## config.mk

```make
export PLATFORM = sky130hd
export DESIGN_NAME = crc16_frame_gen
export DESIGN_NICKNAME = d
export VERILOG_FILES = /design/src/rtl/crc16_frame_gen.sv
export SDC_FILE = /design/constraint.sdc
export NUM_CORES = 1
export LEC_CHECK = 0
export CORE_MARGIN = 1.5
export CORE_UTILIZATION = 45
export DETAILED_ROUTE_END_ITERATION = 6
export DONT_BUFFER_PORTS = 1
export PLACE_DENSITY = 0.68
export RECOVER_POWER = 50
export SYNTH_ARGS = -nofsm -noshare
export SYNTH_HDL_FRONTEND = slang
export SYNTH_SLANG_ARGS = --single-unit
```

## constraint.sdc

```tcl
create_clock -name i_clk -period 3 [get_ports i_clk]
set_clock_uncertainty 0.2 [all_clocks]
set_input_delay 0.3 -clock i_clk [delete_from_list [all_inputs] [get_ports i_clk]]
set_output_delay 0.3 -clock i_clk [all_outputs]
set_load 0.03 [all_outputs]
```

## src/rtl/crc16_frame_gen.sv

```systemverilog
// crc16_frame_gen: pulls FRAME_LEN payload bytes from a non-showahead byte FIFO,
// forwards each byte on a valid/ready stream, and runs CRC-16-CCITT over them
// (poly 0x1021, MSB-first, no reflection, no final XOR). The two CRC bytes are
// appended MSB first, and o_out_last marks the final CRC byte.
// Optional build macro: CRC16_FRAME_CNT_EN adds o_frame_cnt, a saturating count of done pulses.
module crc16_frame_gen #(
  parameter int          FRAME_LEN = 512,
  parameter int          LEN_W     = 10,
  parameter logic [15:0] CRC_INIT  = 16'hFFFF
) (
  input  logic        i_clk,
  input  logic        i_rst_n,
  input  logic        i_start,
  input  logic        i_fifo_empty,
  input  logic [7:0]  i_fifo_q,
  output logic        o_fifo_rdreq,
  output logic [7:0]  o_out_data,
  output logic        o_out_valid,
  input  logic        i_out_ready,
  output logic        o_out_last,
  output logic [15:0] o_crc_out,
  output logic        o_busy,
`ifdef CRC16_FRAME_CNT_EN
  output logic [15:0] o_frame_cnt,
`endif
  output logic        o_done
);

  typedef enum logic [2:0] {
    S_IDLE,
    S_FETCH,
    S_LOAD,
    S_SEND,
    S_CRC_HI,
    S_CRC_LO
  } state_t;

  state_t           r_state;
  state_t           w_next_state;
  logic [LEN_W-1:0] r_count;
  logic [15:0]      r_crc;
  logic [7:0]       r_out_data;
  logic             r_out_valid;
  logic             r_out_last;
  logic             r_done;
  logic             w_fifo_rdreq;
  logic             w_last_byte;

  // One full byte of the CRC-16-CCITT shift register, eight bit-steps unrolled.
  function automatic logic [15:0] crc16_byte(input logic [15:0] crc_in,
                                             input logic [7:0]  data_in);
    logic [15:0] c;
    logic        fb;
    c = crc_in;
    for (int i = 7; i >= 0; i--) begin
      fb = c[15] ^ data_in[i];
      c  = {c[14:0], 1'b0} ^ (fb ? 16'h1021 : 16'h0000);
    end
    return c;
  endfunction

  assign w_last_byte = (r_count == LEN_W'(FRAME_LEN - 1));

  // State register.
  always_ff @(posedge i_clk or negedge i_rst_n) begin
    if (!i_rst_n) begin
      r_state <= S_IDLE;
    end else begin
      r_state <= w_next_state;
    end
  end

  // Next state, plus the combinational FIFO pop (only in FETCH, only when data exists).
  always_comb begin
    w_next_state = r_state;
    w_fifo_rdreq = 1'b0;
    case (r_state)
      S_IDLE: begin
        if (i_start) begin
          w_next_state = S_FETCH;
        end
      end
      S_FETCH: begin
        if (!i_fifo_empty) begin
          w_fifo_rdreq = 1'b1;
          w_next_state = S_LOAD;
        end
      end
      S_LOAD: begin
        w_next_state = S_SEND;
      end
      S_SEND: begin
        if (i_out_ready) begin
          w_next_state = w_last_byte ? S_CRC_HI : S_FETCH;
        end
      end
      S_CRC_HI: begin
        if (i_out_ready) begin
          w_next_state = S_CRC_LO;
        end
      end
      S_CRC_LO: begin
        if (i_out_ready) begin
          w_next_state = S_IDLE;
        end
      end
      default: begin
        w_next_state = S_IDLE;
      end
    endcase
  end

  // Datapath: counter, CRC and registered stream outputs; nothing moves while a beat is stalled.
  always_ff @(posedge i_clk or negedge i_rst_n) begin
    if (!i_rst_n) begin
      r_count     <= '0;
      r_crc       <= CRC_INIT;
      r_out_data  <= 8'h00;
      r_out_valid <= 1'b0;
      r_out_last  <= 1'b0;
      r_done      <= 1'b0;
    end else begin
      r_done <= 1'b0;
      case (r_state)
        S_IDLE: begin
          if (i_start) begin
            r_crc   <= CRC_INIT;
            r_count <= '0;
          end
        end
        S_LOAD: begin
          r_out_data  <= i_fifo_q;
          r_crc       <= crc16_byte(r_crc, i_fifo_q);
          r_out_valid <= 1'b1;
        end
        S_SEND: begin
          if (i_out_ready) begin
            if (w_last_byte) begin
              r_out_data <= r_crc[15:8];
            end else begin
              r_out_valid <= 1'b0;
              r_count     <= r_count + LEN_W'(1);
            end
          end
        end
        S_CRC_HI: begin
          if (i_out_ready) begin
            r_out_data <= r_crc[7:0];
            r_out_last <= 1'b1;
          end
        end
        S_CRC_LO: begin
          if (i_out_ready) begin
            r_out_data  <= 8'h00;
            r_out_valid <= 1'b0;
            r_out_last  <= 1'b0;
            r_done      <= 1'b1;
          end
        end
        default: begin
          r_out_valid <= 1'b0;
        end
      endcase
    end
  end

`ifdef CRC16_FRAME_CNT_EN
  logic [15:0] r_frame_cnt;

  // Completed-frame counter, sticks at all-ones instead of wrapping.
  always_ff @(posedge i_clk or negedge i_rst_n) begin
    if (!i_rst_n) begin
      r_frame_cnt <= 16'h0000;
    end else if (r_done && (r_frame_cnt != 16'hFFFF)) begin
      r_frame_cnt <= r_frame_cnt + 16'h0001;
    end
  end

  assign o_frame_cnt = r_frame_cnt;
`endif

  assign o_fifo_rdreq = w_fifo_rdreq;
  assign o_out_data   = r_out_data;
  assign o_out_valid  = r_out_valid;
  assign o_out_last   = r_out_last;
  assign o_crc_out    = r_crc;
  assign o_busy       = (r_state != S_IDLE);
  assign o_done       = r_done;

endmodule
```

Word level (Yosys, flattened, before mapping)
Cells that the tools add are included.
{"block": "word_totals", "out_inout_bits": 29, "regBits": 40, "wordCells": 87, "input_bits": 13}
{"block": "op_classes", "n_reduce_logical": 13, "eq_ne": 13, "n_addsub": 1, "muxes": 36, "bitwise_logic": 17}
{"operator": "16-bit by 13-bit bitwise XOR with 16-bit output", "count": 8}
{"operator": "13-bit two-way mux", "count": 8}
{"operator": "8-bit two-way mux", "count": 4}
{"operator": "16-bit case mux with 2 select lines", "count": 1}
{"operator": "8-bit case mux with 4 select lines", "count": 1}
{"operator": "10-bit two-way mux", "count": 3}
{"operator": "10-bit case mux with 2 select lines", "count": 1}
{"operator": "3-bit two-way mux", "count": 6}
{"operator": "3-bit case mux with 6 select lines", "count": 1}
{"operator": "16-bit two-way mux", "count": 1}
{"operator": "2-bit != test, second input constant", "count": 7}
{"operator": "10-bit by 1-bit adder with 10-bit output, second input constant", "count": 1}
{"operator": "10-bit by 9-bit equality test with 1-bit output, second input constant", "count": 1}
{"operator": "5-bit AND reduction", "count": 2}
{"operator": "1-bit two-way mux", "count": 8}
{"operator": "4-bit AND reduction", "count": 2}
{"operator": "1-bit bitwise XOR", "count": 8}
{"operator": "3-bit by 2-bit equality test with 1-bit output, second input constant", "count": 2}
{"operator": "3-bit equality test, second input constant", "count": 2}
{"operator": "2-bit nonzero test", "count": 3}
{"operator": "1-bit case mux with 4 select lines", "count": 1}
{"operator": "4-bit nonzero test", "count": 1}
{"operator": "3-bit by 1-bit equality test with 1-bit output, second input constant", "count": 1}
{"operator": "3-bit zero test", "count": 1}
{"operator": "6 further kinds", "count": 6}

Logic depth before layout (Yosys ltp)
{"block": "logic_depth", "depth_word": 25, "mapped_depth": 6, "depth_no_buf": 5}

Worst setup path after synthesis
Ideal clock, no wire load.
{"block": "synth_timing", "path_type": "register -> output", "startpoint": "register r_state[0]", "endpoint": "output o_fifo_rdreq", "n_path_buf": 2, "required_ps": 2500, "slack_ps": 988, "path_stages_with_launch": 5, "arrival_ps": 1512, "path_cell_list": "dfrtp_1 > buf_4 > clkbuf_1 > nand2b_1 > nor3_1"}
{"block": "synth_via", "elab_chain_cells": 2}
{"item": "start: declaration", "line": "38", "rtl": "state_t r_state;"}
{"item": "start signal: assignment", "line": "69", "rtl": "r_state <= w_next_state;"}
{"item": "3-bit by 1-bit equality test with 1-bit output", "line": "77", "rtl": "case (r_state)"}
{"item": "1-bit two-way mux", "line": "77"}
{"item": "end: declaration", "line": "16", "rtl": "output logic o_fifo_rdreq,"}
No other way between the ends.

Worst setup path after layout
{"block": "layout_timing", "startpoint": "register r_state[1]", "endpoint": "register r_crc[8], in the netlist o_crc_out[8]"}
{"block": "layout_via", "elab_chain_cells": 3, "elab_cells_between_ends": 6, "classes_between": "eq/ne (2); mux (1); reduce/logical (3)"}
{"item": "3-bit by 2-bit equality test with 1-bit output or 3-bit zero test (tied branches)", "line": "124", "rtl": "case (r_state)"}
{"item": "2-bit nonzero test (no line) or 2-bit != test (tied branches)"}
{"item": "2-bit AND reduction (no line)"}
{"item": "end signal: assignment", "line": "133", "rtl": "r_crc <= crc16_byte(r_crc, i_fifo_q);"}
{"item": "end: declaration", "line": "41", "rtl": "logic [15:0] r_crc;"}
Parallel ways exist; a longest one is shown, timed or not.
A chain may end at the register's enable or synchronous reset.

==> reports/results.txt <==
Switching power share of the total = 44.8%
Clock Path Buffers = 2
FP Rows = 25
Io pins = 42
Yosys reg bits = 40
Final hold vios = 0
Fin crit period = 2.25 ns
Critical path fanouts, max = 22
Post-synthesis cell area = 2280 um^2
Num CTS Buffers = 5
Combinational fraction of design power = 38.0%
Final WL = 5.30 mm
Core Util, Final = 51.6%
Hold path start = i_out_ready
Most common cell after layout, fill and taps aside = dfrtp_1
Gate Count Post-Synth = 213
Placer congestion estimate = 0.801
Overflow after GRT = 0
Pre-antenna DRT Iters = 4
Core Region = 4790 um^2
Arrival time worst endpoint = 2.23 ns
Crit share post-route = 75.1%
Yosys warns = 0
N_diodes = 0
Vias = 1,704
Final Power = 2.88 mW
Initial Utilization = 47.6%
Status = completed
Initial antenna violation count = 0
Psw = 1.29 mW
Sequential share of the synthesized area = 44.8%
CP startpoint kind = flip-flop
R2R depth = 3
Worst vdd ir = 0.716 mV
Int Power = 1.59 mW
Slew of the pin with the lowest slew margin = 0.947 ns
PwrDens = 1170 nW/um^2
Setup CP Type = flip-flop to flip-flop
Seq pwr share = 46.9%
GRT Util Overall = 21.2%
Synth cell types = 48
1st-iter DRT viols = 137
Fraction of layout cells with a size suffix above 1 = 19.5%
# DRC = 0
Fin nets = 228
FF-to-FF Start = r_state[1]$_DFFE_PN0P_
CTS tree = yes
Final Setup Violations = 0
RSZ-0062 raised after global routing = false
Total Neg Setup Slack = 0 ns
Clock Power Share = 15.0%
Routed vias/inst = 6.04
Layout Cells excl Fill = 282
Post-synth net total = 227
DP Wirelength = 3.70 mm
Headroom to the max-slew limit = 36.8%
Average size of a mapped cell = 10.7 um^2
R2r endpoint = o_crc_out[8]$_DFFE_PN1P_
Cts repair resizes = 0
Cells after DPL = 272
Reg-to-reg setup timing slack = 0.75 ns
CP endpoint kind = flip-flop
Hold Path End = r_state[2]$_DFFE_PN0P_
Die Span Y = 74.2 um
Largest net degree at the start of global routing = 41
Layout Area Growth over Synthesis = 8.35%
CTS Sinks = 40
Commonest cells after routing, fill and taps aside = 24 x dfrtp_1, 20 x xnor2_1, 17 x a21oi_1
Synth async-reset ratio = 100%
Leak = 0.954 nW
EDFF count, synth = 0
First-pass GRT wire length = 8.77 mm
Pins Over Slew Limit = 0
CTS Root Cell = clkbuf_8
Vias in the first global route = 1,716
Fmax = 0.444 GHz
Max H-tree Level = 2
Top_reg_cell synth = dfrtp_1
Final ANT Viol Nets = 0
Min-Delay Path Class = input port to flip-flop
DR WL/cell = 18.8 um
Port Buffers = 0
Die width = 74.2 um
Worst Hold Depth = 2
Clock slew at reported path FFs = 0.08 ns
Post-CTS Setup Bufs = 0
# hold bufs at CTS = 2
Die area = 5500 um^2
Clock Latency Late Sink = 0.29 ns
Number of max-cap violations = 0
Critical Path RT = 2.98 ns
cells by family after synthesis:
kind of cell	after synthesis	synth area share [%]
and+or+nand+nor	56	15.4
xor gates and xnor gates	25	9.61
DFF	40	44.8
adders and majority gates	1	0.549
AOI/OAI and AO/OA	67	21.7
muxes	10	4.89
buffers and inverters	14	3.02
flip-flops by register name, indices dropped and copies added, names as in the netlist:
name and cells:
o_done 1, o_out_data 8, o_crc_out 16, o_out_valid 1
o_out_last 1, r_count 10, r_state 3
metal layers:
layer / vias to the layer above / GRT usage, % / wire (um)
met5: - / 0 / 0
li1: 797 / - / -
met3: 10 / 6.64 / 349
met1: 842 / 27.7 / 2340
met4: 0 / 7.61 / 131
met2: 55 / 33.1 / 2480
worst max-delay path, cell delays in order, from the launching register on:
cell and delay, ns:
dfrtp_1 0.75, and2b_1 0.26, nor2b_1 0.77, a2bb2oi_1 0.16
worst max path at each step:
stage,cells after the start,slack [ns],to,from
detailed placement,3,0.76,o_crc_out[8]$_DFFE_PN1P_,r_state[1]$_DFFE_PN0P_
global placement,4,0.86,o_out_data[2]$_DFFE_PN0P_,r_state[1]$_DFFE_PN0P_
CTS,3,0.74,o_crc_out[8]$_DFFE_PN1P_,r_state[1]$_DFFE_PN0P_
floorplan,4,0.99,o_fifo_rdreq,r_state[0]$_DFFE_PN0P_
finish,3,0.75,o_crc_out[8]$_DFFE_PN1P_,r_state[1]$_DFFE_PN0P_
global route,3,0.56,o_crc_out[8]$_DFFE_PN1P_,r_state[1]$_DFFE_PN0P_
final cells by class:
type	instances	area, um^2
Clock buffer	6	72.6
Inverter	2	7.51
Timing Repair Buffer	6	60.1
Sequential cell	40	1020
Tap cell	67	83.8
Clock inverter	2	35.0
Multi-Input combinational cell	159	1190
Fill cell	439	2320
power by group through the flow:
stage / logic [mW] / clock network, mW / registers, mW
global placement: 1.05 / 0 / 1.36
CTS: 1.10 / 0.443 / 1.36
finish: 1.10 / 0.433 / 1.35
detailed placement: 1.08 / 0 / 1.37
floorplan: 0.965 / 0 / 1.24
global route: 1.21 / 0.463 / 1.39
cells in the mapped netlist, types with 2 or more instances:
cell type,instances,area share [%]
o31ai_1,3,0.99
nand4_1,2,0.55
o21ai_0,4,0.88
dfrtp_1,24,26
a21oi_1,17,3.7
nand2b_1,6,1.6
xor2_1,5,1.9
mux2_2,9,4.4
or3_1,2,0.55
o22a_1,5,1.9
a31oi_1,2,0.55
nand2_1,11,1.8
buf_2,4,0.88
nor3_1,3,0.66
dfstp_2,16,18
and3_1,9,2.5
xnor2_1,20,7.7
or4_1,4,1.3
inv_1,2,0.33
nand3_1,3,0.66
a211oi_1,8,2.6
a2bb2oi_1,11,4.2
a22oi_1,8,2.6
nor2_1,6,0.99
clkbuf_1,6,0.99
stage by stage:
stage / hold WS, ns / setup WS (ns) / area [um^2]
after CTS: 0.00133 / 0.744 / 2470
after global routing: 0.00174 / 0.562 / 2470
after floorplan: -0.196 / 0.988 / 2280
after detailed placement: -0.194 / 0.765 / 2330
final: 0.00564 / 0.746 / 2470
after global placement: -0.194 / 0.855 / 2330
No activity file was read; power rests on OpenSTA's default activity.
